--- config.mk ---
export PLATFORM = sky130hd
export DESIGN_NAME = mantissa_sqrt_iter
export DESIGN_NICKNAME = d
export VERILOG_FILES = /design/src/rtl/mantissa_sqrt_iter.sv
export SDC_FILE = /design/constraint.sdc
export NUM_CORES = 1
export LEC_CHECK = 0
export CAP_MARGIN = 40
export CORE_ASPECT_RATIO = 0.5
export CORE_MARGIN = 1
export CORE_UTILIZATION = 59
export DETAILED_ROUTE_END_ITERATION = 8
export PLACE_DENSITY_LB_ADDON = 0.2
export SLEW_MARGIN = 10
export SYNTH_ARGS = -nofsm -noshare
export SYNTH_HDL_FRONTEND = slang
export SYNTH_SLANG_ARGS = --single-unit
--- constraint.sdc ---
create_clock -name clk -period 5.19 [get_ports clk]
set_input_delay 0.519 -clock clk [delete_from_list [all_inputs] [get_ports clk]]
set_output_delay 0.519 -clock clk [all_outputs]
set_load 0.005 [all_outputs]
--- src/rtl/mantissa_sqrt_iter.sv ---
// Iterative restoring square-root engine for the mantissa sqrt datapath.
// Takes a 2*ROOT_W-bit radicand and retires one root bit per clock,
// producing floor(sqrt(radicand)), the remainder and an exactness flag
// ROOT_W cycles after the accepting edge.
module mantissa_sqrt_iter #(
    parameter int ROOT_W = 11
) (
    input  logic                  clk,
    input  logic                  rst,
    input  logic                  start,
    input  logic [2*ROOT_W-1:0]   radicand,
    output logic                  busy,
    output logic                  done,
    output logic [ROOT_W-1:0]     root,
    output logic [ROOT_W:0]       rem,
    output logic                  exact
);

    localparam int RAD_W = 2 * ROOT_W;
    localparam int P_W   = ROOT_W + 2;
    localparam int CNT_W = (ROOT_W > 1) ? $clog2(ROOT_W) : 1;
    localparam logic [CNT_W-1:0] LAST_ITER = CNT_W'(ROOT_W - 1);

    typedef enum logic [1:0] {
        S_IDLE = 2'b00,
        S_RUN  = 2'b01,
        S_DONE = 2'b10
    } state_t;

    state_t             state_reg;
    state_t             state_next;

    logic [RAD_W-1:0]   rad_reg;
    logic [RAD_W-1:0]   rad_next;
    logic [P_W-1:0]     p_reg;
    logic [ROOT_W-1:0]  r_reg;
    logic [CNT_W-1:0]   cnt_reg;

    logic               accept;
    logic               running;
    logic               last_iter;

    logic [P_W-1:0]     p_shift;
    logic [P_W-1:0]     trial;
    logic [P_W-1:0]     diff;
    logic               fits;
    logic [P_W-1:0]     p_iter;
    logic [ROOT_W-1:0]  r_iter;

    // A new operation is taken whenever the engine is not iterating.
    assign running   = (state_reg == S_RUN);
    assign accept    = !running && start;
    assign last_iter = running && (cnt_reg == LAST_ITER);

    // State register; reset always returns to IDLE.
    always_ff @(posedge clk) begin
        if (rst) begin
            state_reg <= S_IDLE;
        end else begin
            state_reg <= state_next;
        end
    end

    // Next-state logic: IDLE/DONE accept start, RUN ends after the last bit.
    always_comb begin
        state_next = state_reg;
        case (state_reg)
            S_IDLE:  state_next = start ? S_RUN : S_IDLE;
            S_RUN:   state_next = last_iter ? S_DONE : S_RUN;
            S_DONE:  state_next = start ? S_RUN : S_IDLE;
            default: state_next = S_IDLE;
        endcase
    end

    // Status outputs decoded from the state; busy and done are mutually exclusive.
    always_comb begin
        busy = 1'b0;
        done = 1'b0;
        case (state_reg)
            S_RUN:   busy = 1'b1;
            S_DONE:  done = 1'b1;
            default: begin
                busy = 1'b0;
                done = 1'b0;
            end
        endcase
    end

    // Radicand pair shift register: each 2-bit pair either loads from the
    // operand, takes the pair below it while running, or holds.
    generate
        for (genvar gi = 0; gi < ROOT_W; gi++) begin : g_rad_pair
            logic [1:0] pair_shifted;
            if (gi == 0) begin : g_bottom
                assign pair_shifted = 2'b00;
            end else begin : g_upper
                assign pair_shifted = rad_reg[2*gi-1 -: 2];
            end
            assign rad_next[2*gi +: 2] = accept  ? radicand[2*gi +: 2] :
                                         running ? pair_shifted :
                                                   rad_reg[2*gi +: 2];
        end
    endgenerate

    // One restoring step: bring down the next pair, trial-subtract 4R+1.
    // The partial remainder never exceeds 2R, so its top bits drop out of
    // the shift without loss.
    always_comb begin
        p_shift = P_W'({p_reg, rad_reg[RAD_W-1 -: 2]});
        trial   = {r_reg, 2'b01};
        diff    = p_shift - trial;
        fits    = (p_shift >= trial);
        p_iter  = fits ? diff : p_shift;
        r_iter  = {r_reg[ROOT_W-2:0], fits};
    end

    // Iteration datapath: clear on accept, advance one bit per RUN cycle.
    always_ff @(posedge clk) begin
        if (rst) begin
            rad_reg <= '0;
            p_reg   <= '0;
            r_reg   <= '0;
            cnt_reg <= '0;
        end else begin
            rad_reg <= rad_next;
            if (accept) begin
                p_reg   <= '0;
                r_reg   <= '0;
                cnt_reg <= '0;
            end else if (running) begin
                p_reg   <= p_iter;
                r_reg   <= r_iter;
                cnt_reg <= cnt_reg + CNT_W'(1);
            end
        end
    end

    // Result registers: capture the final step's values, hold until the next result.
    always_ff @(posedge clk) begin
        if (rst) begin
            root  <= '0;
            rem   <= '0;
            exact <= 1'b0;
        end else if (last_iter) begin
            root  <= r_iter;
            rem   <= p_iter[ROOT_W:0];
            exact <= (p_iter == '0);
        end
    end

endmodule

==> results.md <==
- Diode count: 0
- #FFs+latches synth: 74
- Required time of the critical path: approximately 5400 ps
- Via count of the first global-routing pass: roughly 3k
- Tmin final: ~3000 ps
- Worst EP arrival: around 3200 ps
- Number of flops mapped to enable cells by yosys: 0
- Hold Path Class: reg2reg
- PD cells: around 360 mW/mm2
- Max reg flops: 22
- Worst Tran Pin Value: between 900 and 1000 ps
- Routed vias/inst: 5.75
- Cell Area, Placed: roughly 0.0043 mm2
- Starting Density: 0.615
- DIE HEIGHT: around 58 um
- Syn Nets: 487
- RSZ-0062 raised after global routing: false
- DRT iter0 DRCs: 217
- Crit share post-route: 0.563
- Max rail drop VDD: about 0.00019 V
- Hold buffers post-CTS: 0
- Sum of negative setup slack: 0 ps
- Wire per inst: around 16 um
- Total grt overflow: 0
- Gr usage total: 0.295
- Largest net degree at the start of global routing: a little under 60
- Setup crit end kind: flop
- H-tree depth: 3
- Total CTS buffers: 9
- Root buf cell: clkbuf_16
- Fin area: 0.00460 mm2
- Main synth FF type: dfxtp_1
- Detailed Place HPWL: just over 6000 um
- Clock Path Buffers: 2
- Number of fillers in the final layout: approximately 460
- CTS tree: done
- DRC: 0
- Final #Nets: ~520
- Finished Layout Cells: 576
- CTS resizes: 0
- First-pass GRT wire length: between 10000 and 15000 um
- Netlist cell types: slightly below 50
- Delay-heaviest family, CP: compound AO/OA/AOI/OAI gates
- Layout cell share with drive strength beyond 1: 0.0676
- Ys Warns: 0
- Pins over their slew limit: 0
- Count of input and output buffers: 50
- Fmax: around 340 MHz
- Crit-path max FO: 16
- Number of max-cap violations: 0
- CP peak stage delay: between 600 and 700 ps
- Final Setup Violations: 0
- Met1 usage: 0.403
- Core footprint: a little over 0.006 mm2
- Drt pass-1 iters: 4
- Die span in x: ~110 um
- Cells after Synth: around 450
- Number of setup buffers added after CTS: 0
- Initial antenna violation count: 0
- Worst-path clk slew: about 60 ps
- Crit-path cells: inv_1 > ha_1 > o211ai_1 > o21a_1 > o211ai_2 > and2_1 > mux2_2 > a211oi_2
- Crit-path slowest cell: and2_1
- Area growth, synth to finish: 22.8%
- Final WS setup: 2270 ps
- Fin. Hold Viols: 0
- Asr flop ratio synth: 0
- Inst Count DP: 560
- Row Count: 20
- Die area: 0.00668 mm2
- Met2 usage: 0.461
- Met3 Track Usage GR: 0.0814
- Post-Route Skew: just under 8 ps
- Register area share after synthesis: 0.396
- Worst setup SP type: flop
- Leak: around 0.0018 uW
- Mapped Area: between 0.003 and 0.004 mm2
- Dpl ws: 2330 ps
- CP Class: reg2reg
- Clk sinks: 74
- Io pins: 51
- Vias post-DR: around 3.3k
- Post-Syn Area per Cell: about 8.4 um2
- Status: complete, no violations
- ANT nets after route: 0
- GPL Wtd Cong: about 0.95
- Clk Latency, worst-skew pair: approximately 340 ps
- CP bufs+invs: 1
- Max-slew headroom: 0.395
- WHS: about 450 ps
- Top Usage Layer GRT: met2
- Routed WL: a little over 9000 um
==> cells in the final DEF, fill, tap and decap left out, types with 3 or more instances in the layout <==
master / instances
nand3b_1: 3
buf_4: 4
dfxtp_1: 74
a211oi_1: 41
nor2_1: 58
xnor2_1: 6
nand3_1: 3
clkbuf_16: 9
xor2_1: 4
nor3_1: 5
nand2_1: 55
inv_1: 22
nand4_1: 5
clkdlybuf4s50_1: 49
a21o_1: 6
a21oi_1: 38
ha_1: 15
nor4_1: 4
o21a_1: 3
nor2b_1: 3
mux2i_1: 31
o21ai_0: 8
==> cells in the mapped netlist, drive strengths merged (4+ instances only) <==
library cell / instances / area share
a211oi: 43 / 0.089
nor3: 5 / 0.0067
o21ai: 9 / 0.013
nor4: 5 / 0.010
nor2: 59 / 0.059
clkbuf: 23 / 0.023
xnor2: 6 / 0.014
inv: 22 / 0.022
xor2: 4 / 0.0094
buf: 7 / 0.011
a21o: 6 / 0.012
a21oi: 39 / 0.053
nand2: 55 / 0.055
dfxtp: 74 / 0.40
mux2i: 31 / 0.083
nand4: 5 / 0.0084
ha: 15 / 0.050
==> final cells by class <==
cell class | instances | area, um2 | share of cell area
Clock buffer | 11 | 243 | 0.0528
Clock inverter | 5 | 77.6 | 0.0169
Inverter | 22 | 82.6 | 0.0180
Multi-Input combinational cell | 321 | 2060 | 0.447
Sequential cell | 74 | 1480 | 0.322
Tap cell | 88 | 110 | 0.0240
Timing Repair Buffer | 55 | 546 | 0.119
==> kinds of logic after synthesis <==
group | synth area share
flops | 0.396
mux | 0.0860
simple gates | 0.170
buf+inv | 0.0559
fa+ha+maj | 0.0502
compound gates | 0.219
xor+xnor | 0.0234
==> worst paths after layout <==
check / startpoint / endpoint / slack [ps] / depth (start not counted)
worst max register to register: r_reg[2] / p_reg[4] / 2270 / 8
worst min register to register: rem[1] / rem[1] / 450 / 2
worst max-delay path: r_reg[2] / p_reg[4] / 2270 / 8
worst min-delay path: rem[1] / rem[1] / 450 / 2
==> routing by layer <==
| layer | wire length (um) | up-vias |
|---|---|---|
| li1 | - | 1648 |
| met1 | 4440 | 1546 |
| met2 | 4070 | 103 |
| met3 | 558 | 13 |
| met4 | 114 | 0 |
| met5 | 0 | - |
==> stage by stage <==
step | util | power [uW]
6_report | 0.756 | 1670
3_5_place_dp | 0.703 | 996
2_1_floorplan | - | 919
3_3_place_gp | 0.700 | 995
5_1_grt | 0.756 | 1730
4_1_cts | 0.756 | 1660
==> worst min-delay path, cell delays in order, from the launching register on <==
cell and delay [ps]:
dfxtp_1 300, nand2_1 50, a21oi_1 50
==> power breakdown <==
| group | internal [uW] | leakage (uW) | total [uW] | switching (uW) |
|---|---|---|---|---|
| clock network | 432 | 0.000156 | 667 | 235 |
| logic | 159 | 0.00101 | 381 | 222 |
| registers | 594 | 0.000603 | 618 | 24.1 |
| total | 1180 | 0.00176 | 1670 | 481 |
No activity file was read; power rests on OpenSTA's default activity.
